===== config.mk =====
export PLATFORM = sky130hd
export DESIGN_NAME = shift_arbiter_8bit
export DESIGN_NICKNAME = d
export VERILOG_FILES = /design/src/rtl/alu_shift_pkg.sv /design/src/rtl/shift_unit_8bit.sv /design/src/rtl/shift_arbiter_8bit.sv
export SDC_FILE = /design/constraint.sdc
export NUM_CORES = 1
export LEC_CHECK = 0
export ABC_CLOCK_PERIOD_IN_PS = 3600
export CORE_MARGIN = 2
export CORE_UTILIZATION = 46
export DETAILED_ROUTE_END_ITERATION = 7
export PLACE_DENSITY = 0.71
export SLEW_MARGIN = 10
export SYNTH_ARGS = -nofsm -noshare
export SYNTH_HDL_FRONTEND = slang
export SYNTH_SLANG_ARGS = --single-unit

===== constraint.sdc =====
create_clock -name clk -period 3.6 [get_ports clk]
set_input_delay 0.72 -clock clk [delete_from_list [all_inputs] [get_ports clk]]
set_output_delay 0.72 -clock clk [all_outputs]
set_load 0.005 [all_outputs]

===== src/rtl/alu_shift_pkg.sv =====
// Shared types and constants for the shift arbiter and its shift unit.
// Optional build macro: SHIFT_ARB_ROR_EN enables rotate-right for op=11.
package alu_shift_pkg;

    localparam int DATA_W  = 8;
    localparam int SHAMT_W = 3;

    typedef enum logic [1:0] {
        OP_SLL = 2'b00,
        OP_SRL = 2'b01,
        OP_SRA = 2'b10,
        OP_ROR = 2'b11
    } shift_op_t;

    typedef enum logic [1:0] {
        ST_IDLE = 2'b00,
        ST_EXEC = 2'b01,
        ST_RESP = 2'b10
    } arb_state_t;

    // Rotate right: bits leaving the LSB re-enter at the MSB.
    function automatic logic [DATA_W-1:0] rotr(
        input logic [DATA_W-1:0]  a,
        input logic [SHAMT_W-1:0] s
    );
        logic [2*DATA_W-1:0] doubled;
        doubled = {a, a} >> s;
        return doubled[DATA_W-1:0];
    endfunction

endpackage


===== src/rtl/shift_unit_8bit.sv =====
// Purely combinational 8-bit shifter: SLL, SRL, SRA and op=11.
// With SHIFT_ARB_ROR_EN defined op=11 rotates right, otherwise it
// passes the operand through unchanged.
module shift_unit_8bit
    import alu_shift_pkg::*;
(
    input  logic [DATA_W-1:0]  a_i,
    input  logic [SHAMT_W-1:0] shamt_i,
    input  shift_op_t          op_i,
    output logic [DATA_W-1:0]  y_o
);

    // Select the shift result for the requested operation.
    always_comb begin
        y_o = a_i;
        unique case (op_i)
            OP_SLL: y_o = a_i << shamt_i;
            OP_SRL: y_o = a_i >> shamt_i;
            OP_SRA: y_o = $signed(a_i) >>> shamt_i;
            OP_ROR: begin
`ifdef SHIFT_ARB_ROR_EN
                y_o = rotr(a_i, shamt_i);
`else
                y_o = a_i;
`endif
            end
            default: y_o = a_i;
        endcase
    end

endmodule


===== src/rtl/shift_arbiter_8bit.sv =====
// Round-robin arbiter sharing one 8-bit shift unit among NUM_REQ
// requesters. A grant latches the operands, the next cycle executes and
// registers the result, which is then held until the consumer accepts it.
// Optional build macro: SHIFT_ARB_ROR_EN (op=11 rotate-right vs passthrough).
module shift_arbiter_8bit
    import alu_shift_pkg::*;
#(
    parameter int NUM_REQ = 2,
    parameter int ID_W    = (NUM_REQ > 1) ? $clog2(NUM_REQ) : 1
) (
    input  logic                        clk,
    input  logic                        reset,
    input  logic [NUM_REQ-1:0]          req_valid,
    output logic [NUM_REQ-1:0]          req_ready,
    input  logic [NUM_REQ*DATA_W-1:0]   req_a,
    input  logic [NUM_REQ*SHAMT_W-1:0]  req_shamt,
    input  logic [NUM_REQ*2-1:0]        req_op,
    output logic                        rsp_valid,
    input  logic                        rsp_ready,
    output logic [DATA_W-1:0]           rsp_data,
    output logic [ID_W-1:0]             rsp_id,
    output logic                        busy
);

    arb_state_t          state_q,     state_d;
    logic [ID_W-1:0]     rr_ptr_q,    rr_ptr_d;
    logic [DATA_W-1:0]   a_q,         a_d;
    logic [SHAMT_W-1:0]  shamt_q,     shamt_d;
    shift_op_t           op_q,        op_d;
    logic [ID_W-1:0]     id_q,        id_d;
    logic                rsp_valid_q, rsp_valid_d;
    logic [DATA_W-1:0]   rsp_data_q,  rsp_data_d;
    logic [ID_W-1:0]     rsp_id_q,    rsp_id_d;

    logic                grant_valid;
    logic [ID_W-1:0]     grant_idx;
    logic [ID_W-1:0]     grant_next;
    logic [DATA_W-1:0]   sel_a;
    logic [SHAMT_W-1:0]  sel_shamt;
    shift_op_t           sel_op;
    logic [DATA_W-1:0]   shift_y;

    // Round-robin search: first valid requester at or above rr_ptr, wrapping.
    always_comb begin
        logic [ID_W:0] cand;
        grant_valid = 1'b0;
        grant_idx   = '0;
        cand        = '0;
        for (int k = 0; k < NUM_REQ; k++) begin
            cand = {1'b0, rr_ptr_q} + (ID_W+1)'(k);
            if (cand >= (ID_W+1)'(NUM_REQ)) begin
                cand = cand - (ID_W+1)'(NUM_REQ);
            end
            if (!grant_valid && req_valid[cand[ID_W-1:0]]) begin
                grant_valid = 1'b1;
                grant_idx   = cand[ID_W-1:0];
            end
        end
    end

    // Pointer value that follows the granted requester, modulo NUM_REQ.
    always_comb begin
        if (grant_idx == ID_W'(NUM_REQ - 1)) begin
            grant_next = '0;
        end else begin
            grant_next = grant_idx + 1'b1;
        end
    end

    // Pick the granted requester's operands out of the flattened buses.
    always_comb begin
        sel_a     = '0;
        sel_shamt = '0;
        sel_op    = OP_SLL;
        for (int i = 0; i < NUM_REQ; i++) begin
            if (grant_idx == ID_W'(i)) begin
                sel_a     = req_a[i*DATA_W +: DATA_W];
                sel_shamt = req_shamt[i*SHAMT_W +: SHAMT_W];
                sel_op    = shift_op_t'(req_op[i*2 +: 2]);
            end
        end
    end

    shift_unit_8bit u_shift (
        .a_i     (a_q),
        .shamt_i (shamt_q),
        .op_i    (op_q),
        .y_o     (shift_y)
    );

    // Next-state and handshake logic for the IDLE/EXEC/RESP sequence.
    always_comb begin
        state_d     = state_q;
        rr_ptr_d    = rr_ptr_q;
        a_d         = a_q;
        shamt_d     = shamt_q;
        op_d        = op_q;
        id_d        = id_q;
        rsp_valid_d = rsp_valid_q;
        rsp_data_d  = rsp_data_q;
        rsp_id_d    = rsp_id_q;
        req_ready   = '0;

        unique case (state_q)
            ST_IDLE: begin
                if (grant_valid) begin
                    for (int i = 0; i < NUM_REQ; i++) begin
                        req_ready[i] = (grant_idx == ID_W'(i));
                    end
                    a_d      = sel_a;
                    shamt_d  = sel_shamt;
                    op_d     = sel_op;
                    id_d     = grant_idx;
                    rr_ptr_d = grant_next;
                    state_d  = ST_EXEC;
                end
            end
            ST_EXEC: begin
                rsp_data_d  = shift_y;
                rsp_id_d    = id_q;
                rsp_valid_d = 1'b1;
                state_d     = ST_RESP;
            end
            ST_RESP: begin
                if (rsp_ready) begin
                    rsp_valid_d = 1'b0;
                    state_d     = ST_IDLE;
                end
            end
            default: begin
                state_d = ST_IDLE;
            end
        endcase
    end

    // State, pointer, operand and response registers with synchronous reset.
    always_ff @(posedge clk) begin
        if (reset) begin
            state_q     <= ST_IDLE;
            rr_ptr_q    <= '0;
            a_q         <= '0;
            shamt_q     <= '0;
            op_q        <= OP_SLL;
            id_q        <= '0;
            rsp_valid_q <= 1'b0;
            rsp_data_q  <= '0;
            rsp_id_q    <= '0;
        end else begin
            state_q     <= state_d;
            rr_ptr_q    <= rr_ptr_d;
            a_q         <= a_d;
            shamt_q     <= shamt_d;
            op_q        <= op_d;
            id_q        <= id_d;
            rsp_valid_q <= rsp_valid_d;
            rsp_data_q  <= rsp_data_d;
            rsp_id_q    <= rsp_id_d;
        end
    end

    assign rsp_valid = rsp_valid_q;
    assign rsp_data  = rsp_data_q;
    assign rsp_id    = rsp_id_q;
    assign busy      = (state_q != ST_IDLE);

endmodule

==> qor.yml <==
floorplan:
  dieHeight_um: 69.6
  die_area_mm2: 0.00484
  coreArea_mm2: 0.00406
  start_util: 0.487
  fp.dieW_um: 69.6
  ios: 44
  rows: 23
power_and_ir_drop:
  p_per_area_mw_per_mm2: 362
  leakage_nw: 0.834
  ir_drop_mv: 0.179
final_layout:
  final_nets: 288
  num_antenna_cells: 0
  fill_cells: 360
  syn_to_final_growth_pct: 19.9
  final_cell_count_no_fill: 306
  drive_above_1_share: 0.0898
yosys:
  synth_nets: 260
  ys_top_cells_by_area: "dfxtp_1 (27%), a21oi_1 (7.1%), a22oi_1 (5.3%), mux4_1 (5.3%), nand2_1 (4.7%)"
  async_reset_ff_frac: 0
  ys_types: 60
  synth.most_common_cell: "a21oi_1"
  ys_seq_elements: 27
  syn_avg_cell_area_um2: 8.63
  netlist_area_mm2: 0.00198
  yosysWarnings: 0
  post-synth-top-area-cell: "dfxtp_1"
  yosysSeqAreaShare: 0.273
  syn_inst: 229
  synthTopCellsByCount: "a21oi_1 (28), dfxtp_1 (27), nand2_1 (25), a22oi_1 (14), nor2_1 (14)"
  synth_top_area_frac: 0.273
  synth_edf_count: 0
  ys.flop_type: "dfxtp_1"
clock_tree:
  cts_hold_buf: 0
  clk_pin_slew_worst_paths_ns: 0.10
  cts_setup_buffers: 0
  clock-sinks: 27
  h-tree-depth: 1
  clk_latency_ns: 0.28
  cts_tree: "built"
  root_buffer: "clkbuf_8"
  clockBufferDepth: 2
  cts.repair.resized: 0
  cts_buffers: 3
sta:
  slew_violations: 0
  max_freq_mhz: 349
  setup_viol: 0
  fin_setup_tns_ns: 0
  min_period_ns: 2.86
  relSlewSlack: 0.527
  hold_violations: 0
  tightest_slew_ns: 0.709
  rsz0062_at_grt: "false"
  finClkSkew_ns: 0.000968
  period_share: 0.796
critical_path:
  end_kind: "output pin"
  critPathKind: "primary input to output pin"
  path_max_fanout: 4
  critPathRequiredTime_ns: 2.88
  cp.arrival_ns: 2.14
  start_kind: "primary input"
place:
  dp_cells: 302
  routabilityCongestion: 0.928
  dpl.hpwl_um: 3350
  numPortBuffers: 43
global_route:
  grt_pass1_vias: 1631
  grt_pass1_wl_um: 7850
  use_met2: 0.308
  overflow: 0
  grt_max_degree: 30
  met3_usage: 0.0305
  use_met1: 0.282
  grt_usage: 0.198
  antenna_found_initial: 0
  busiest_layer: "met2"
drt:
  wl_um: 4780
  wl_per_cell_um: 15.6
  drc_errors: 0
  ant_nets: 0
  drt_iter0_markers: 223
  dr.pass1.iters: 4
  via_per_inst: 6.03
  vias: 1844
min_path:
  hold_class: "flop to flop"
status:
  status: "completed"
job:
  drv_cap: 0
[layout by cell type (no fill, tap or decap), types with 3 or more instances in the layout]
cell / instances
a21oi_1: 28
a22oi_1: 14
a31oi_1: 5
buf_4: 5
clkbuf_8: 3
clkdlybuf4s50_1: 43
dfxtp_1: 27
inv_1: 4
mux2i_1: 9
mux4_1: 4
nand2_1: 25
nand2b_1: 6
nand3b_1: 3
nor2_1: 14
nor2b_1: 8
o211ai_1: 4
o21ai_0: 5
o21bai_1: 3
[power by group]
group	switching (mW)	leakage (nW)	total [mW]	internal [mW]
clock	0.107	0.0217	0.186	0.0789
combinational	0.132	0.590	0.287	0.155
sequential	0.0578	0.222	0.385	0.327
[registers in the layout, indices dropped and copies added (netlist names)]
signal     cells
shamt_q        3
rsp_data       8
state_q        2
rr_ptr_q       1
rsp_valid      1
id_q           1
a_q            8
op_q           2
rsp_id         1
[per-stage QoR]
stage / power (mW) / area [um2] / util / hold WS (ns) / setup slack, ns
after global routing: 0.903 / 2370 / 0.584 / 0.499 / 0.646
after floorplan: 0.591 / 1980 / - / 0.432 / 1.64
after detailed placement: 0.676 / 2320 / 0.572 / 0.456 / 0.730
after CTS: 0.856 / 2370 / 0.584 / 0.470 / 0.719
final: 0.858 / 2370 / 0.584 / 0.463 / 0.735
after global placement: 0.674 / 2320 / 0.572 / 0.447 / 0.746
[cell type report]
class,count,area [um2],share of cell area
clock buffer,3,41.3,0.0174
clock inverter,1,7.51,0.00317
inverter,6,22.5,0.00950
multi-input combinational,171,1230,0.518
sequential,27,541,0.228
tap,50,62.6,0.0264
timing repair buffer,48,468,0.197
[cell families after synthesis]
logic type	after synthesis	synth area share
xor+xnor	1	0.00443
flops	27	0.273
mux	16	0.123
compound gates	85	0.309
simple gates	69	0.184
buf+inv	31	0.106
[per-layer routing]
| metal | wire length (um) | part of all wire |
|---|---|---|
| met1 | 2140 | 0.45 |
| met2 | 2160 | 0.45 |
| met3 | 419 | 0.088 |
| met4 | 60 | 0.013 |
| met5 | 0 | 0 |
[path summary, 6_finish.rpt]
path	start	to	slack (ns)	cells after the start
worst max-delay path	req_valid[1]	req_ready[1]	0.74	4
worst min-delay path	rsp_id	rsp_id	0.46	2
worst max register to register	shamt_q[0]	rsp_data[3]	1.60	4
worst min register to register	rsp_id	rsp_id	0.46	2
[critical path: stages]
cell             delay, ns
clkdlybuf4s50_1       0.55
inv_1                 0.13
nor3_4                0.21
clkdlybuf4s50_1       0.54
Note: power is estimated with default switching activity, not from simulation.
